**config.mk**
```make
export PLATFORM = sky130hd
export DESIGN_NAME = bcd_scan_mux
export DESIGN_NICKNAME = d
export VERILOG_FILES = /design/src/rtl/bcd_disp_pkg.sv /design/src/rtl/scan_tick_gen.sv /design/src/rtl/bcd_scan_mux.sv
export SDC_FILE = /design/constraint.sdc
export NUM_CORES = 1
export LEC_CHECK = 0
export CORE_MARGIN = 3
export CORE_UTILIZATION = 50
export CTS_CLUSTER_SIZE = 10
export DETAILED_ROUTE_END_ITERATION = 8
export PLACE_DENSITY = 0.73
export SYNTH_ARGS = -nofsm -noshare
export SYNTH_HDL_FRONTEND = slang
export SYNTH_SLANG_ARGS = --single-unit
export TNS_END_PERCENT = 5
```
**constraint.sdc**
```tcl
create_clock -name clk -period 1.78 [get_ports clk]
set_clock_uncertainty 0.2 [all_clocks]
set_input_delay 0.178 -clock clk [delete_from_list [all_inputs] [get_ports clk]]
set_output_delay 0.178 -clock clk [all_outputs]
set_load 0.01 [all_outputs]
```
**src/rtl/bcd_disp_pkg.sv**
```systemverilog
// Shared constants and types for the multiplexed display path.
package bcd_disp_pkg;

  localparam int unsigned NUM_DIGITS = 4;
  localparam logic [NUM_DIGITS-1:0] AN_OFF = 4'hF;
  localparam logic [3:0] BCD_MAX = 4'd9;

  typedef logic [1:0] digit_idx_t;
  typedef logic [3:0] bcd_t;

  // Active-low one-cold anode pattern for a digit position.
  function automatic logic [NUM_DIGITS-1:0] an_select(digit_idx_t idx);
    return ~(NUM_DIGITS'(1) << idx);
  endfunction

endpackage

```
**src/rtl/scan_tick_gen.sv**
```systemverilog
// Free-running prescaler: counts 0..TICK_DIV-1 and pulses tick on the terminal count.
module scan_tick_gen #(
  parameter int unsigned TICK_DIV = 50000
) (
  input  logic                        clk,
  input  logic                        rst_n,
  output logic [$clog2(TICK_DIV)-1:0] cnt,
  output logic                        tick
);

  localparam int unsigned CW = $clog2(TICK_DIV);

  logic [CW-1:0] cnt_q, cnt_d;

  always_comb begin
    tick  = (cnt_q == CW'(TICK_DIV - 1));
    cnt_d = tick ? '0 : cnt_q + CW'(1);
  end

  always_ff @(posedge clk or negedge rst_n) begin
    if (!rst_n) cnt_q <= '0;
    else        cnt_q <= cnt_d;
  end

  assign cnt = cnt_q;

endmodule

```
**src/rtl/bcd_scan_mux.sv**
```systemverilog
// 4-digit BCD scan controller with tear-free frame-boundary commit,
// leading-zero / invalid-digit blanking and anti-ghost guard cycles.
module bcd_scan_mux
  import bcd_disp_pkg::*;
#(
  parameter int unsigned TICK_DIV = 50000,
  parameter int unsigned GUARD    = 2
) (
  input  logic        clk,
  input  logic        rst_n,
  input  logic [15:0] digits_in,
  input  logic        load,
  input  logic        blank_lz,
  output logic [3:0]  bcd_out,
  output logic        blank_out,
  output logic [3:0]  an,
  output logic        frame_done,
  output logic        load_ack,
  output logic        err
);

  localparam int unsigned CNT_W = $clog2(TICK_DIV);

  logic [CNT_W-1:0] cnt;
  logic             tick;

  scan_tick_gen #(.TICK_DIV(TICK_DIV)) u_tick (
    .clk   (clk),
    .rst_n (rst_n),
    .cnt   (cnt),
    .tick  (tick)
  );

  digit_idx_t  idx_q, idx_d;
  logic [15:0] pend_q, pend_d;
  logic        pend_v_q, pend_v_d;
  logic [15:0] disp_q, disp_d;
  logic        ack_pend_q, ack_pend_d;
  logic [3:0]  an_q, an_d;
  bcd_t        bcd_q, bcd_d;
  logic        blank_q, blank_d;
  logic        frame_done_q, frame_done_d;
  logic        load_ack_q, load_ack_d;
  logic        err_q, err_d;

  logic frame_edge, commit, lz_hit;
  bcd_t cur;

  always_comb begin
    frame_edge = tick && (idx_q == 2'd3);
    commit     = frame_edge && pend_v_q;

    idx_d  = tick ? idx_q + 2'd1 : idx_q;
    disp_d = commit ? pend_q : disp_q;
    pend_d = load ? digits_in : pend_q;
    // A load on the boundary edge re-arms pend_v, deferring it to the next frame.
    if (load)        pend_v_d = 1'b1;
    else if (commit) pend_v_d = 1'b0;
    else             pend_v_d = pend_v_q;

    cur    = disp_q[{idx_q, 2'b00} +: 4];
    lz_hit = blank_lz && (idx_q != 2'd0) && ((disp_q >> {idx_q, 2'b00}) == '0);

    an_d    = AN_OFF;
    blank_d = 1'b1;
    bcd_d   = cur;
    err_d   = err_q;
    if (cnt < CNT_W'(GUARD)) begin
      an_d = AN_OFF;
    end else if (cur > BCD_MAX) begin
      an_d  = an_select(idx_q);
      err_d = 1'b1;
    end else if (!lz_hit) begin
      an_d    = an_select(idx_q);
      blank_d = 1'b0;
    end

    frame_done_d = frame_edge;
    ack_pend_d   = commit;
    load_ack_d   = ack_pend_q;
  end

  always_ff @(posedge clk or negedge rst_n) begin
    if (!rst_n) begin
      idx_q        <= '0;
      pend_q       <= '0;
      pend_v_q     <= 1'b0;
      disp_q       <= '0;
      ack_pend_q   <= 1'b0;
      an_q         <= AN_OFF;
      bcd_q        <= '0;
      blank_q      <= 1'b1;
      frame_done_q <= 1'b0;
      load_ack_q   <= 1'b0;
      err_q        <= 1'b0;
    end else begin
      idx_q        <= idx_d;
      pend_q       <= pend_d;
      pend_v_q     <= pend_v_d;
      disp_q       <= disp_d;
      ack_pend_q   <= ack_pend_d;
      an_q         <= an_d;
      bcd_q        <= bcd_d;
      blank_q      <= blank_d;
      frame_done_q <= frame_done_d;
      load_ack_q   <= load_ack_d;
      err_q        <= err_d;
    end
  end

  assign an         = an_q;
  assign bcd_out    = bcd_q;
  assign blank_out  = blank_q;
  assign frame_done = frame_done_q;
  assign load_ack   = load_ack_q;
  assign err        = err_q;

endmodule

```
==> results of run 1 <==
cell usage after synthesis (all sizes together):
master,count,area (µm²)
a211o,1,8.76
a21o,2,15.0
a21oi,1,5.00
and2,3,18.8
and3,2,12.5
buf,4,21.3
clkbuf,2,7.51
dfrtp,59,1480
dfstp,5,131
ha,6,75.1
inv,7,26.3
mux2,32,360
mux2i,2,20.0
mux4,4,90.1
nand2,5,18.8
nand3,12,65.1
nand4,3,40.0
nor2,9,33.8
nor2b,1,6.26
nor3,5,36.3
nor4,9,56.3
o2111ai,1,8.76
o211ai,4,30.0
o21ai,4,20.0
o41ai,1,8.76
or2,1,6.26
or3,3,20.0
or4,1,11.3
xnor2,5,43.8
xor2,8,70.1
flip-flops by register name, summed over array words and instances (netlist names):
signal      count
ack_pend_q      1
an              4
bcd_out         4
blank_out       1
disp_q         16
err             1
frame_done      1
idx_q           2
load_ack        1
pend_q         16
pend_v_q        1
u_tick.cnt     16
per-layer routing:
| metal | GRT usage [%] | share of wire, % | up-vias |
|---|---|---|---|
| met3 | 4.37 | 4.8 | 12 |
| met5 | 0 | 0 | - |
| met2 | 28.3 | 46 | 54 |
| met1 | 27.8 | 47 | 928 |
| li1 | - | - | 885 |
| met4 | 10.1 | 2.5 | 0 |
what timing repair did:
| action | in CTS | in global routing |
|---|---|---|
| cloned | 0 | 0 |
| pin swaps | 2 | 2 |
| buffers inserted | 0 | 1 |
| endpoints found under the setup margin | 25 | 37 |
| gates resized for setup | 5 | 13 |
| endpoints found under the hold margin | 64 | 0 |
| hold buffers | 1 | 0 |
cell families (layout without fill, tap and decap cells):
kind of cell	Yosys count	after routing	share of synthesized area (%)
AO/OA/AOI/OAI	14	14	3.51
AND/OR/NAND/NOR	54	54	11.9
multiplexers	38	38	17.1
buffers and inverters	13	96	2.01
adder cells (fa/ha/maj)	6	6	2.74
XOR/XNOR	13	13	4.15
flip-flops	64	64	58.6
worst reg2reg max path: cells and delay by family (launching register included):
family / cells / cell delay [ps]
muxes: 1 / 510
buffers and inverters: 2 / 210
AOI/OAI and AO/OA: 2 / 430
DFF: 1 / 430
worst min path at each step:
stage,end,slack [ps],startpoint
2_1_floorplan,ack_pend_q,-320,rst_n
3_3_place_gp,pend_q[0],20,rst_n
3_5_place_dp,pend_q[0],30,rst_n
4_1_cts,load_ack,160,ack_pend_q
5_1_grt,load_ack,170,ack_pend_q
6_report,load_ack,160,ack_pend_q
cell usage in the layout, fill, tap and decap left out, types with 3 or more instances in the layout:
cell / count
buf_12: 3
ha_1: 4
nor2_1: 7
xor2_1: 8
nand2_1: 5
dfrtp_1: 58
dfstp_2: 5
xnor2_1: 4
clkbuf_8: 10
clkinvlp_4: 3
dlymetal6s2s_1: 5
nor4_1: 7
nand3_1: 10
mux2_2: 28
clkdlybuf4s50_1: 25
o21ai_0: 3
mux4_2: 4
buf_4: 37
inv_1: 6
mux2_4: 4
nor3_1: 4
o211ai_1: 4
where the power goes:
part	internal (W)	switching, W	total [W]	leakage, nW
combinational	0.0000780	0.0000488	0.000127	0.856
clock	0.000830	0.000570	0.00140	0.105
sequential	0.00149	0.0000182	0.00151	0.819
final cells by class:
cell class / count / share of cell area (%)
multi-input combinational: 125 / 31.0
timing repair buffer: 73 / 17.8
clock buffer: 10 / 3.61
inverter: 7 / 0.690
clock inverter: 6 / 2.40
sequential: 64 / 42.3
tap: 70 / 2.30
per-stage QoR:
stage | area, µm² | util [%] | setup slack, ps | hold slack [ps]
2_1_floorplan | 2800 | - | -60.9 | -318
3_3_place_gp | 3490 | 67.1 | -81.5 | 16.2
3_5_place_dp | 3490 | 67.1 | -121 | 25.4
4_1_cts | 3750 | 72.0 | -102 | 161
5_1_grt | 3810 | 73.1 | -192 | 174
6_report | 3810 | 73.1 | -104 | 157
==> run_results.csv, run 1 <==
group,metric,value,unit
sta,setup_ws,-104,ps
route,firstDrtPassIters,4,
worst_setup_path,crit_start,"idx_q[0]",
pwr,cellPowerDensity,797,nW/µm²
cells_and_area,n_fill_cell,356,
global_route,grt_max_degree,65,
min_path,hold_depth,0,
clocking,root_buffer,"clkbuf_8",
synthesis,synth.distinct_cells,38,
global_route,grt_use_total,19.6,%
route,drc,0,
pwr,leakage,1.78,nW
global_route,overflow,0,
die,fp.dieW,80.1,µm
worst_setup_path,arrival,1910,ps
placed_design,io_buffers,31,
route,via_per_inst,5.29,
die,ios,32,
clocking,cts_tree,"built",
clocking,clock_latency,340,ps
synthesis,ys_seq_area_share,58.6,%
die,coreArea,5200,µm²
pwr,finalPower,0.00304,W
synthesis,synth-seq-cells,64,
route,vias,1879,
die,num_rows,26,
sta,setup_viol,11,
global_route,grt_first_pass_wirelength,9400,µm
worst_setup_path,end_kind,"flop",
cells_and_area,final_nets,306,
status,violations,"setup timing",
cells_and_area,fin_cells,355,
worst_setup_path,critPathMaxFanout,5,
cells_and_area,multi_input_area,1180,µm²
worst_setup_path,worstReg2RegEnd,"err",
sta,period_needed,1880,ps
global_route,antenna_found_initial,0,
route,detail-route-antenna-nets,0,
worst_setup_path,critPathBufInv,2,
die,fp.dieArea,6410,µm²
clocking,h-tree-depth,3,
worst_setup_path,r2r_cells,5,
global_route,grt_pass1_vias,1924,
worst_setup_path,worstSetupPathType,"flop to flop",
cells_and_area,drive_gt1_share,42.1,%
placed_design,gp_routability_congestion,0.792,
cells_and_area,n_antenna_cell,0,
worst_setup_path,worst_r2r_startpoint,"idx_q[0]",
synthesis,avgSynthCellArea,13.6,µm²
cells_and_area,area.sequential,1610,µm²
sta,slew_viol_final,0,
synthesis,ys_warn_count,0,
worst_setup_path,critPathRequiredTime,1810,ps
die,die_h,80.1,µm
worst_setup_path,crit_chain,"buf_4 > mux4_2 > o21ai_1 > inv_1 > a21o_1",
synthesis,synth_area,2740,µm²
cells_and_area,area_delta_synth_final,38.8,%
clocking,cts_buffer_depth,2,
worst_setup_path,critical-path-slowest-cell,"mux4_2",
clocking,clkTransAtPathRegs,70,ps
status,status,"complete, but fails checks",
sta,fmax,0.531,GHz
worst_setup_path,rrSetupSlack,-100,ps
sta,hold_viol_final,0,
placed_design,dp_cells,337,
synthesis,netlist_instances,202,
worst_setup_path,crit_end,"err",
worst_setup_path,start_kind,"flop",
route,wl_per_cell,15.4,µm
clocking,cts_sinks,64,
route,wl,5450,µm
worst_setup_path,critical_path.top_delay_family,"multiplexers",
placed_design,hpwl,3670,µm
die,initial_utilization,52.7,%
min_path,holdCritPathClass,"flop to flop",
run,maxCapViolations,0,
sta,relSlewSlack,74.7,%
clocking,cts_buffers,9,
sta,rsz0062_at_grt,"true",
sta,fin_setup_tns,-598,ps
pwr,ir_worst_vdd,950,µV
worst_setup_path,slowest_delay,510,ps
route,drt_iter0_drc,169,
synthesis,synth_nets,228,
sta,finalCritPeriodShare,106,%
sta,worst_pin_slew,375,ps
worst_setup_path,path_depth,5,
Power figures use the tool's default switching activity.
==> run 2, diff against run 1 <==
RECOVER_POWER = 100   (was unset)
==> run 2 against run 1 <==
  * The flow still finishes with violations (setup timing)
  * Cell count did not move
  * Non-clock buffer count unchanged
  * Sequential power hardly changed
  * Sequential share of layout area grew 0.35 points
  * Critical path depth stayed put
  * Clock power about the same
==> run_results.csv, run 2 (synthesized netlist as in run 1, its figures left out) <==
group,metric,value,unit
status,status,"complete, but fails checks",
status,violations,"setup timing",
sta,relSlewSlack,44.7,%
cells_and_area,n_fill_cell,360,
route,detail-route-antenna-nets,0,
route,firstDrtPassIters,4,
sta,worst_pin_slew,829,ps
pwr,leakage,1.77,nW
route,via_per_inst,5.34,
cells_and_area,layout_common_cells,"58 x dfrtp_1, 36 x buf_4, 28 x mux2_2",
route,wl,5470,µm
cells_and_area,final_common_cell,"dfrtp_1",
clocking,cts_buffers,9,
run,maxCapViolations,0,
worst_setup_path,end_kind,"flop",
sta,hold_viol_final,0,
sta,slew_viol_final,0,
cells_and_area,area_delta_synth_final,37.6,%
cells_and_area,stdcell_area,3780,µm²
worst_setup_path,critPathMaxFanout,5,
die,ios,32,
clocking,root_buffer,"clkbuf_8",
clocking,clock_latency,340,ps
pwr,ir_worst_vdd,951,µV
worst_setup_path,start_kind,"flop",
placed_design,hpwl,3670,µm
global_route,grt_use_total,19.6,%
cells_and_area,final_nets,306,
clocking,clkTransAtPathRegs,70,ps
worst_setup_path,rrSetupSlack,-100,ps
route,vias,1897,
worst_setup_path,worstReg2RegEnd,"err",
global_route,grt_first_pass_wirelength,9400,µm
min_path,hold_end,"load_ack",
worst_setup_path,arrival,1910,ps
min_path,holdCritPathClass,"flop to flop",
min_path,min_from,"ack_pend_q",
sta,fin_setup_tns,-629,ps
sta,finalCritPeriodShare,106,%
route,drc,0,
die,die_h,80.1,µm
die,coreArea,5200,µm²
clocking,cts_tree,"built",
worst_setup_path,worstSetupPathType,"flop to flop",
die,fp.dieW,80.1,µm
die,num_rows,26,
placed_design,io_buffers,31,
worst_setup_path,r2r_cells,5,
global_route,antenna_found_initial,0,
route,wl_per_cell,15.4,µm
cells_and_area,final_util,72.5,%
sta,fmax,0.531,GHz
global_route,grt_pass1_vias,1924,
placed_design,placed_cell_area,3490,µm²
clocking,cts_buffer_depth,2,
min_path,hold_depth,0,
die,initial_utilization,52.7,%
route,drt_iter0_drc,158,
sta,setup_ws,-104,ps
placed_design,pre_cts_ws,-121,ps
die,fp.dieArea,6410,µm²
placed_design,gp_routability_congestion,0.792,
sta,setup_viol,13,
cells_and_area,n_antenna_cell,0,
worst_setup_path,worst_r2r_startpoint,"idx_q[0]",
clocking,h-tree-depth,3,
sta,holdWs,155,ps
pwr,cellPowerDensity,802,nW/µm²
sta,rsz0062_at_grt,"true",
worst_setup_path,critPathRequiredTime,1810,ps
global_route,grt_max_degree,65,
sta,period_needed,1880,ps
global_route,overflow,0,
cells_and_area,drive_gt1_share,41.8,%
clocking,cts_sinks,64,
-- run 2: cell types whose count changed in the layout (fill, tap and decap cells not counted), sizes merged --
cell           before  now
buf                42   39
clkbuf             10   13
clkdlybuf4s50      25   24
dlygate4sd3         1    2
-- run 2: timing repair --
action / in CTS / in global routing
setup buffers: 0 / 1
endpoints found under the hold margin: 64 / 0
pin swaps: 2 / 2
gates resized for setup: 5 / 13
hold buffers: 1 / 0
endpoints found under the setup margin: 25 / 37
-- run 2: power by group --
part	switching, W	internal, W
registers	0.0000181	0.00149
clock network	0.000572	0.000830
logic	0.0000472	0.0000704
total	0.000637	0.00239
-- run 2: critical path, cell delays in order, from the launching register on --
cell and delay (ps):
dfrtp_2 430, buf_4 140, mux4_2 510, o21ai_1 250
inv_1 70, a21o_1 180
-- run 2: per-stage QoR --
stage               instances  power [W]
CTS                       354    0.00308
detailed placement        337    0.00167
finish                    355    0.00303
global route              355    0.00316
floorplan                 202    0.00157
global placement          337    0.00166
-- run 2: worst max path at each step --
stage | endpoint | from | slack, ps | cells past startpoint
4_1_cts | an[3] | idx_q[0] | -100 | 3
3_5_place_dp | an[2] | idx_q[0] | -120 | 3
6_report | err | idx_q[0] | -100 | 5
2_1_floorplan | disp_q[10] | u_tick.cnt[1] | -60 | 6
3_3_place_gp | an[3] | idx_q[0] | -80 | 3
5_1_grt | err | idx_q[0] | -190 | 5
-- run 2: layer usage --
layer / routed length [µm] / vias to the layer above / share of wire [%] / GRT usage (%)
met5: 0 / - / 0 / 0
met4: 106 / 0 / 1.9 / 10.1
met3: 270 / 11 / 4.9 / 4.37
met2: 2550 / 46 / 47 / 28.3
met1: 2540 / 952 / 47 / 27.8
li1: - / 888 / - / -
-- run 2: final cells by class --
cell class | instances | area (µm²) | share of cell area (%)
inverter | 7 | 26.3 | 0.696
clock inverter | 6 | 91.3 | 2.42
clock buffer | 10 | 138 | 3.64
multi-input combinational | 125 | 1180 | 31.2
timing repair buffer | 73 | 646 | 17.1
tap | 70 | 87.6 | 2.32
sequential | 64 | 1610 | 42.6
==> run 3, diff against run 2 <==
CTS_CLUSTER_SIZE = 12   (was 10)
==> results of run 3 <==
The final DEF is identical to that of run 2; final timing and power are the same.
